--- src/rtl/sound_dac_sched.sv ---
// Stereo sample scheduler for the sound_dac serializer. It keeps one small FIFO per channel
// and, on each load strobe, registers the next word for the opposite channel.
module sound_dac_sched #(
    parameter int DEPTH  = 4,
    parameter int THRESH = 1
) (
    input  logic        clock,
    input  logic        rst_n,
    input  logic        load,
    input  logic        dac_leftright,
    input  logic        wr_stb,
    input  logic        wr_right,
    input  logic [15:0] wr_data,
    input  logic        mute,
    input  logic        hold_last,
    input  logic        cnt_clr,
    output logic [15:0] dac_datain,
    output logic        full_l,
    output logic        full_r,
    output logic        req,
    output logic        overflow,
    output logic        underrun,
    output logic [7:0]  underrun_cnt,
    output logic [7:0]  overflow_cnt
);

    localparam int AW = $clog2(DEPTH);
    localparam int LW = AW + 1;
    localparam logic [LW-1:0] LVL_FULL = LW'(DEPTH);
    localparam logic [LW-1:0] LVL_LOW  = LW'(THRESH);

    // Index 0 is the left channel and index 1 is the right channel.
    logic [1:0]       under_v;
    logic [1:0]       drop_v;
    logic [1:0]       full_nx;
    logic [1:0]       low_nx;
    logic [1:0][15:0] out_word;

    for (genvar g = 0; g < 2; g++) begin : g_chan
        localparam logic CH = 1'(g);

        logic [15:0]   mem [DEPTH];
        logic [AW-1:0] wr_ptr;
        logic [AW-1:0] rd_ptr;
        logic [LW-1:0] level;
        logic [LW-1:0] level_next;
        logic [15:0]   last_word;
        logic [15:0]   head;
        logic          wr_hit;
        logic          pop_req;
        logic          empty;
        logic          full_now;
        logic          do_pop;
        logic          do_wr;

        // NOTE: every signal is assigned on every pass, so no latch is inferred.
        always_comb begin
            wr_hit     = wr_stb && (wr_right == CH);
            pop_req    = load && (dac_leftright != CH);
            empty      = (level == '0);
            full_now   = (level == LVL_FULL);
            do_pop     = pop_req && !empty;
            // A full FIFO still takes a write when a pop frees a slot in the same cycle.
            do_wr      = wr_hit && (!full_now || do_pop);
            level_next = level + LW'(do_wr) - LW'(do_pop);
            head       = mem[rd_ptr];
        end

        assign under_v[g]  = pop_req && empty;
        assign drop_v[g]   = wr_hit && full_now && !do_pop;
        assign full_nx[g]  = (level_next == LVL_FULL);
        assign low_nx[g]   = (level_next <= LVL_LOW);
        assign out_word[g] = do_pop ? (mute ? 16'h0000 : head)
                                    : ((hold_last && !mute) ? last_word : 16'h0000);

        // NOTE: state registers use non-blocking assignments so that every block reads pre-edge values.
        always_ff @(posedge clock or negedge rst_n) begin
            if (!rst_n) begin
                wr_ptr    <= '0;
                rd_ptr    <= '0;
                level     <= '0;
                last_word <= '0;
            end else begin
                if (do_wr) begin
                    wr_ptr <= wr_ptr + AW'(1);
                end
                if (do_pop) begin
                    rd_ptr    <= rd_ptr + AW'(1);
                    last_word <= head;
                end
                level <= level_next;
            end
        end

        // NOTE: sample storage has no reset; the reset pointers and level make stale entries unreachable.
        always_ff @(posedge clock) begin
            if (do_wr) begin
                mem[wr_ptr] <= wr_data;
            end
        end
    end

    function automatic logic [7:0] bump(input logic [7:0] cnt, input logic inc, input logic clr);
        if (clr) begin
            return 8'd0;
        end
        if (inc && (cnt != 8'hFF)) begin
            return cnt + 8'd1;
        end
        return cnt;
    endfunction

    always_ff @(posedge clock or negedge rst_n) begin
        if (!rst_n) begin
            dac_datain   <= '0;
            full_l       <= 1'b0;
            full_r       <= 1'b0;
            req          <= 1'b1;
            overflow     <= 1'b0;
            underrun     <= 1'b0;
            underrun_cnt <= '0;
            overflow_cnt <= '0;
        end else begin
            if (load) begin
                dac_datain <= out_word[~dac_leftright];
            end
            full_l       <= full_nx[0];
            full_r       <= full_nx[1];
            req          <= |low_nx;
            overflow     <= |drop_v;
            underrun     <= |under_v;
            underrun_cnt <= bump(underrun_cnt, |under_v, cnt_clr);
            overflow_cnt <= bump(overflow_cnt, |drop_v, cnt_clr);
        end
    end

endmodule

--- config.mk ---
export PLATFORM = sky130hd
export DESIGN_NAME = sound_dac_sched
export DESIGN_NICKNAME = d
export VERILOG_FILES = /design/src/rtl/sound_dac_sched.sv
export SDC_FILE = /design/constraint.sdc
export NUM_CORES = 1
export LEC_CHECK = 0
export ABC_AREA = 1
export CORE_ASPECT_RATIO = 0.6
export CORE_MARGIN = 10
export CORE_UTILIZATION = 35
export DETAILED_ROUTE_END_ITERATION = 12
export MAX_ROUTING_LAYER = met4
export PLACE_DENSITY_LB_ADDON = 0.08
export SETUP_SLACK_MARGIN = 0.05
export SYNTH_ARGS = -nofsm -noshare
export SYNTH_HDL_FRONTEND = slang
export SYNTH_SLANG_ARGS = --single-unit
--- constraint.sdc ---
create_clock -name clock -period 2.8 [get_ports clock]
set_input_delay 0.56 -clock clock [delete_from_list [all_inputs] [get_ports clock]]
set_output_delay 0.56 -clock clock [all_outputs]
set_load 0.02 [all_outputs]
== Word-level counts from Yosys, hierarchy flattened ==
Memory sizes are Yosys's and may differ from the RTL's.
Cells that the tools add are included.
Word-level totals
  memories: 2
  register bits after elaboration: 83
  bits in writable memories: 128
Operators by class
  multiplexer cells: 24
  magnitude comparators: 3
  bitwise gates (word level): 2
  reductions and logical operators: 33
  add/sub/neg operators: 10
  eq/ne operators: 6
Memory list
  g_chan[0].mem: words 4, bits a word 16, rd ports 1, clocked after memory_dff 0, wr ports 1, RTL line 42  | logic [15:0] mem [DEPTH];
  g_chan[1].mem: words 4, bits a word 16, rd ports 1, clocked after memory_dff 0, wr ports 1, RTL line 42
Operators by type and width (number)
  16-bit two-way mux: 8
  8-bit two-way mux: 7
  1-bit logical AND: 17
  8-bit by 1-bit adder with 8-bit output (second input constant): 2
  8-bit != test (second input constant): 2
  3-bit == test (second input constant): 4
  1-bit two-way mux: 9
  2-bit by 1-bit adder with 2-bit output (second input constant): 4
  1-bit logical NOT: 7
  3-bit by 1-bit adder with 3-bit output: 2
  3-bit by 1-bit <= comparator with 1-bit output (second input constant): 2
  3-bit logical NOT: 2
  2-bit OR reduction: 3
  3-bit by 1-bit subtractor with 3-bit output: 2
  2-bit nonzero test: 2
  1-bit logical OR: 2
  1-bit by 2-bit less-than comparator with 1-bit output (second input constant): 1
  1-bit NOT: 2

== Logic depth before layout (Yosys ltp) ==
Gate-level depths: netlist of the first run.
  word-level depth: 11
  depth in mapped cells: 13
  gate-level depth less buffers: 12

== Worst setup path before layout of the first run ==
No wires, ideal clock.
  kind: input to register
  start: input port dac_leftright
  end: register full_r
  setup slack: 501 ps
  required time: 2712 ps
  stages: 12
  library setup time: 88 ps
  arrival: 2211 ps
  buffers on the path: 1
  path through: inv_1 > nand2_2 > inv_2 > nand2_4 > inv_4 > buf_6 > ha_1 > inv_1 > ha_1 > fa_1 > xor2_1 > nor3b_1
On the way
  cells in the longest elaborated chain, start to end: 8
Ends and longest elaborated chain
  from (decl): RTL line 10  | input logic dac_leftright,
  1-bit NOT *: RTL line 59  | pop_req = load && (dac_leftright != CH);
  1-bit logical AND *: RTL line 59
  1-bit logical AND *: RTL line 62  | do_pop = pop_req && !empty;
  named net g_chan[1].do_pop: RTL line 53  | logic do_pop;
  1-bit logical OR: RTL line 64  | do_wr = wr_hit && (!full_now || do_pop);
  1-bit logical AND: RTL line 64
  3-bit by 1-bit adder with 3-bit output: RTL line 65  | level_next = level + LW'(do_wr) - LW'(do_pop);
  3-bit by 1-bit subtractor with 3-bit output *: RTL line 65
  named net g_chan[1].level_next[2]: RTL line 46  | logic [LW-1:0] level_next;
  3-bit == test *: RTL line 71  | assign full_nx[g] = (level_next == LVL_FULL);
  named net full_nx[1]: RTL line 35  | logic [1:0] full_nx;
  to (signal assigned): RTL line 128  | full_r <= full_nx[1];
  to (decl): RTL line 19  | output logic full_r,
The timed path passes the listed nets; every way through them passes the cells marked *.
A chain may end at the register's enable or synchronous reset.

== Final worst setup path of the first run ==
  start: input port load
  end: register full_l
On the way
  cells in the longest elaborated chain, start to end: 7
Ends and longest elaborated chain
  from (decl): RTL line 9  | input logic load,
  1-bit logical AND *: RTL line 59
  1-bit logical AND *: RTL line 62
  1-bit logical OR: RTL line 64
  1-bit logical AND: RTL line 64
  3-bit by 1-bit adder with 3-bit output: RTL line 65
  3-bit by 1-bit subtractor with 3-bit output *: RTL line 65
  named net g_chan[0].level_next[2]: RTL line 46
  3-bit == test *: RTL line 71
  named net full_nx[0]: RTL line 35
  to (signal assigned): RTL line 127  | full_l <= full_nx[0];
  to (decl): RTL line 18  | output logic full_l,
Marked as above.

==> results.py, run 1 <==
metrics = {
    "run_status": {
        "status": "finished clean",
    },
    "sta": {
        "period_share_pct": 80.8,
        "fin_setup_tns_ps": 0,
        "finalWorstSetupSlack_ps": 536,
        "drv_slew": 0,
        "rsz0062_at_grt": "false",
        "fmax_mhz": 442,
        "skew_ps": 18.1,
        "finalSetupViolations": 0,
        "period_minus_slack_ps": 2260,
        "relSlewSlack_pct": 54.8,
        "hold_viol_final": 0,
        "worst_pin_slew_ps": 677,
    },
    "detailed_routing": {
        "viasPerCell": 4.47,
        "wl_per_cell_um": 15.9,
        "ant_nets": 0,
        "wirelength_um": 23600,
        "drt_iter0_markers": 417,
        "vias": 6637,
        "post-route-drc-count": 0,
        "dr.pass1.iters": 5,
    },
    "setup_path": {
        "r2r-end": "full_r",
        "rr_startpoint": "g_chan[1].level[0]",
        "required_ps": 3240,
        "r2r_cells": 10,
        "crit_fanout": 3,
        "critPathKind": "input pin to flop",
        "cp-start-kind": "input pin",
        "end_kind": "flop",
        "ff2ff_setup_slack_ps": 640,
        "arrival_ps": 2700,
    },
    "clocking": {
        "hold_buffers": 1,
        "cts-htree-levels": 1,
        "postCtsSetupBuffers": 0,
        "cts_root_buf": "clkbuf_16",
        "cts.reportedPaths.clkPinSlew_ps": 70,
        "clk_path_buf_depth": 3,
        "cts_tree": "yes",
        "cts.repair.resized": 0,
        "clkLatencyLatePin_ps": 520,
        "cts_sinks": 211,
        "cts-buffers-inserted": 22,
    },
    "logic_synthesis": {
        "yosysSeqAreaShare_pct": 61.7,
        "syn-mean-instance-area_um2": 9.25,
        "synth_top_area_cell": "edfxtp_1",
        "yosysWarnings": 0,
        "ys_ff_latch": 211,
        "ys_types": 30,
        "yosys-top-cells-area": "edfxtp_1 40%, dfrtp_1 21%, nand2_1 16%, nand3_1 6.4%, inv_1 5.5%",
        "synth_top_area_share_pct": 40.0,
        "synth.net_count": 1079,
        "syn-cell-area_um2": 9600,
        "synthCells": 1038,
    },
    "power_and_ir_drop": {
        "power_leakage_nw": 5.42,
        "peakVddDrop_v": 0.000504,
        "p_per_area_nw_per_um2": 897,
    },
    "place": {
        "dpl.cell_count": 1446,
        "port_buffers": 61,
        "dpl_cell_area_um2": 10600,
        "place_congestion": 0.779,
        "dp_slack_ps": 3.85,
        "dp.final_hpwl_um": 15900,
    },
    "cells_and_area": {
        "fillers": 2597,
        "area_growth_pct": 18.6,
        "layout-drive-gt1-share_pct": 7.73,
        "final_cells": 1486,
        "postLayoutCellArea_um2": 11400,
        "diodes": 0,
        "regArea_um2": 5920,
        "multi_input_area_um2": 2910,
        "nets": 1152,
    },
    "grt": {
        "grt_pass1_wl_um": 38400,
        "grt_pass1_vias": 6567,
        "grt_use_total_pct": 14.5,
        "antenna_found_initial": 0,
        "overflow": 0,
        "grt_max_degree": 64,
    },
    "floorplan": {
        "die-area_um2": 34700,
        "io_pins": 62,
        "start_util_pct": 35.9,
        "fp.dieH_um": 148,
        "die_x_um": 234,
        "core_um2": 26700,
        "row_count": 46,
    },
    "job": {
        "cap_violations": 0,
    },
    "min_path": {
        "hold_path.class": "input pin to asynchronous set/reset pin",
    },
}
report_power, final:
group	switching, W	leakage, nW	internal (W)
Combinational	0.00203	2.83	0.000979
Clock	0.00122	0.361	0.00178
Sequential	0.000286	2.23	0.00392
Total	0.00353	5.42	0.00668
stage by stage:
step                      total power, W  hold WS (ps)  util, %
after detailed placement         0.00735           466     39.9
after CTS                         0.0104           464     42.6
final                             0.0102           479     42.6
after global routing              0.0110           490     42.6
after global placement           0.00732           462     39.9
after floorplan                  0.00629           264        -
cell usage after synthesis:
cell / n
a21o_1: 1
a21oi_1: 2
buf_1: 1
buf_2: 21
buf_4: 9
buf_6: 3
clkbuf_1: 4
dfrtp_1: 82
dfstp_2: 1
edfxtp_1: 128
fa_1: 2
ha_1: 14
inv_1: 140
inv_2: 5
inv_4: 2
nand2_1: 419
nand2_2: 6
nand2_4: 2
nand3_1: 123
nand3_4: 1
nand4_1: 14
nor2_1: 36
nor2_2: 5
nor2_4: 2
nor3_1: 2
nor3b_1: 1
o21ai_2: 1
o22ai_1: 1
xnor2_1: 2
xor2_1: 8
worst max-delay path by stage:
stage / start / endpoint / slack, ps / depth (start not counted)
after floorplan: dac_leftright / full_r / 500 / 12
after global placement: load / full_l / 60 / 12
after detailed placement: load / full_l / 4 / 12
after CTS: overflow_cnt[3] / overflow_cnt[3] / 540 / 1
after global routing: load / full_l / 320 / 12
final: load / full_l / 540 / 12
per-layer routing:
metal	vias up	global-route usage (%)	share of wire [%]
li1	3412	-	-
met2	75	20.9	42
met4	0	2.67	1.5
met1	3122	21.0	53
met3	28	2.56	3.4
met5	-	-	0
final cells by class:
type | count | area share (%)
inverters | 147 | 4.89
flip-flops and latches | 211 | 52.0
clock buffers | 32 | 5.66
well taps | 360 | 3.96
clock inverters | 7 | 0.769
multi-input cells | 642 | 25.5
repair buffers | 87 | 7.19
worst max-delay path: stages:
cell,delay (ps)
clkdlybuf4s50_1,540
nand2_2,110
nand3_1,90
nand2_1,70
ha_1,290
inv_1,60
ha_1,130
inv_1,40
fa_1,370
xor2_1,270
nand2_1,80
nor2_1,90
placed cells by master, fill, tap and decap left out:
cell,n
clkinv_1,1
xor2_1,8
inv_4,2
nand3_1,123
nand2_4,2
nor3b_1,1
a21o_1,1
inv_2,5
nor2_4,2
clkbuf_16,24
inv_6,1
inv_1,140
nand2_1,419
ha_1,14
o21ai_2,1
a21oi_1,2
dlygate4sd3_1,1
edfxtp_1,128
xnor2_1,2
dfrtp_1,82
nand2_2,6
clkdlybuf4s50_1,60
buf_12,1
dfstp_2,1
o22ai_1,1
clkbuf_8,1
fa_1,2
nand3_4,1
bufinv_16,2
nand4_1,14
nor2_1,32
clkinv_2,3
buf_4,25
nor3_1,2
clkbuf_1,6
nor2_2,9
clkbuf_4,1
sequential cells by signal, summed over array words and instances (netlist names), 4 cells and up:
| name | count |
|---|---|
| dac_datain | 16 |
| g_chan.last_word | 32 |
| g_chan.level | 6 |
| g_chan.mem | 128 |
| g_chan.rd_ptr | 4 |
| g_chan.wr_ptr | 4 |
| overflow_cnt | 8 |
| underrun_cnt | 8 |
cell families after synthesis:
group,Yosys count,share of synthesized area [%]
adders and majority gates,16,2.24
xor gates and xnor gates,10,0.912
DFF,211,61.7
AOI/OAI and AO/OA,5,0.339
buffers and inverters,185,8.15
and+or+nand+nor,611,26.7
(Power assumes the default switching activity.)
==> run 2: changes to the inputs <==
- clock period: 2.8 -> 1.85 ns (I/O delays scaled with it)
==> results.py, run 2 (synthesized netlist as in run 1, its figures left out) <==
metrics = {
    "run_status": {
        "status": "complete, but fails checks",
        "violations": "negative setup slack",
    },
    "sta": {
        "fmax_mhz": 510,
        "finalWorstSetupSlack_ps": -109,
        "period_minus_slack_ps": 1960,
        "relSlewSlack_pct": 61.1,
        "hold_viol_final": 0,
        "worst_pin_slew_ps": 584,
        "period_share_pct": 106,
        "finalSetupViolations": 3,
        "rsz0062_at_grt": "true",
        "drv_slew": 0,
        "skew_ps": 13.8,
        "fin_setup_tns_ps": -249,
    },
    "cells_and_area": {
        "largest_reg_flops": 128,
        "top_regs": "g_chan.mem (128), g_chan.last_word (32), dac_datain (16)",
        "largest_register": "g_chan.mem",
        "final_cell_mix": "417 x nand2_1, 136 x inv_1, 128 x edfxtp_1",
        "postLayoutCellArea_um2": 11800,
        "final_common_cell": "nand2_1",
        "area_growth_pct": 22.9,
        "layout-drive-gt1-share_pct": 12.0,
        "diodes": 0,
        "nets": 1181,
        "final_cells": 1516,
    },
    "detailed_routing": {
        "post-route-drc-count": 0,
        "wl_per_cell_um": 16.3,
        "vias": 6804,
        "wirelength_um": 24700,
        "dr.pass1.iters": 4,
        "viasPerCell": 4.49,
        "ant_nets": 0,
        "drt_iter0_markers": 503,
    },
    "setup_path": {
        "worst-path-buf-inv": 2,
        "crit_slowest_cell": "dfrtp_1",
        "crit_fanout": 3,
        "arrival_ps": 2350,
        "critPathKind": "flop to flop",
        "rr_startpoint": "g_chan[1].level[0]",
        "critPathTopFamily": "adder cells",
        "cpMostUsedCell": "ha_4",
        "required_ps": 2240,
        "crit_start": "g_chan[1].level[0]",
        "cp-start-kind": "flop",
        "end_kind": "flop",
        "cp_cell_sequence": "nor2_2 > nand2_2 > nand2_4 > inv_4 > ha_4 > inv_2 > ha_4 > fa_2 > xor2_2 > nor3b_2",
        "max_stage_delay_ps": 410,
    },
    "grt": {
        "grt_max_degree": 34,
        "overflow": 0,
        "grt_pass1_vias": 6565,
        "grt_pass1_wl_um": 39300,
        "grt_use_total_pct": 15.0,
        "antenna_found_initial": 0,
    },
    "power_and_ir_drop": {
        "p_per_area_nw_per_um2": 1340,
        "peakVddDrop_v": 0.000607,
        "total_power_w": 0.0158,
        "power_leakage_nw": 5.74,
    },
    "floorplan": {
        "die-area_um2": 34700,
        "fp.dieH_um": 148,
        "die_x_um": 234,
        "row_count": 46,
        "io_pins": 62,
        "core_um2": 26700,
        "start_util_pct": 35.9,
    },
    "clocking": {
        "cts_root_buf": "clkbuf_16",
        "cts.reportedPaths.clkPinSlew_ps": 60,
        "clkLatencyLatePin_ps": 510,
        "cts-htree-levels": 1,
        "cts-buffers-inserted": 22,
        "cts_tree": "yes",
        "clk_path_buf_depth": 3,
        "cts_sinks": 211,
    },
    "place": {
        "port_buffers": 61,
        "dpl_cell_area_um2": 11100,
        "place_congestion": 0.773,
        "dp.final_hpwl_um": 16700,
        "dp_slack_ps": -653,
        "dpl.cell_count": 1472,
    },
    "job": {
        "cap_violations": 0,
    },
    "min_path": {
        "hold_path.class": "input pin to asynchronous set/reset pin",
    },
}
==> run 2: cell count changes in the layout (fill, tap and decap cells not counted), sizes merged <==
cell,delta
clkdlybuf4s50,-37
dlygate4sd2,+37
buf,+29
bufinv,-2
clkinvlp,+2
clkbuf,+1
clkinv,+1
inv,-1
==> run 2: area by class of cell <==
cell class / count / area [µm²]
multi-input cells: 642 / 3000
flip-flops and latches: 211 / 5930
inverters: 147 / 557
clock inverters: 7 / 50.0
fillers: 2622 / 14900
clock buffers: 33 / 653
well taps: 360 / 450
repair buffers: 116 / 1160
==> run 2: worst paths after layout <==
kind / slack [ps] / end / depth (start not counted)
min in group clock: 480 / g_chan[0].last_word[15] / 2
max: -110 / full_r / 10
max in group asynchronous: 990 / req / 3
min reg2reg: 480 / g_chan[0].last_word[15] / 2
max reg2reg: -110 / full_r / 10
min: 300 / underrun_cnt[4] / 2
==> run 2: through the flow <==
stage	hold WS [ps]	utilization [%]
after global routing	312	44.2
after CTS	285	44.2
final	300	44.2
after detailed placement	299	41.5
after global placement	297	41.5
after floorplan	74.4	-
==> run 2: where the power goes <==
| part | total (W) | switching [W] | internal (W) |
|---|---|---|---|
| combinational | 0.00510 | 0.00326 | 0.00184 |
| clock | 0.00432 | 0.00187 | 0.00246 |
| sequential | 0.00637 | 0.000432 | 0.00594 |
==> run 2: timing repair <==
item | 4_1_cts | 5_1_grt
resized for setup | 42 | 1
endpoints found under the hold margin | 17 | 0
hold buffers | 1 | 0
endpoints found under the setup margin | 44 | 8
pin swaps | 8 | 2
buffers inserted | 3 | 0
==> run 2: routing by layer <==
metal / global-route usage, % / vias to the layer above / share of wire (%)
met5: - / - / 0
met3: 2.51 / 22 / 3.2
met1: 22.6 / 3213 / 54
met2: 20.7 / 94 / 42
li1: - / 3475 / -
met4: 2.51 / 0 / 1.3
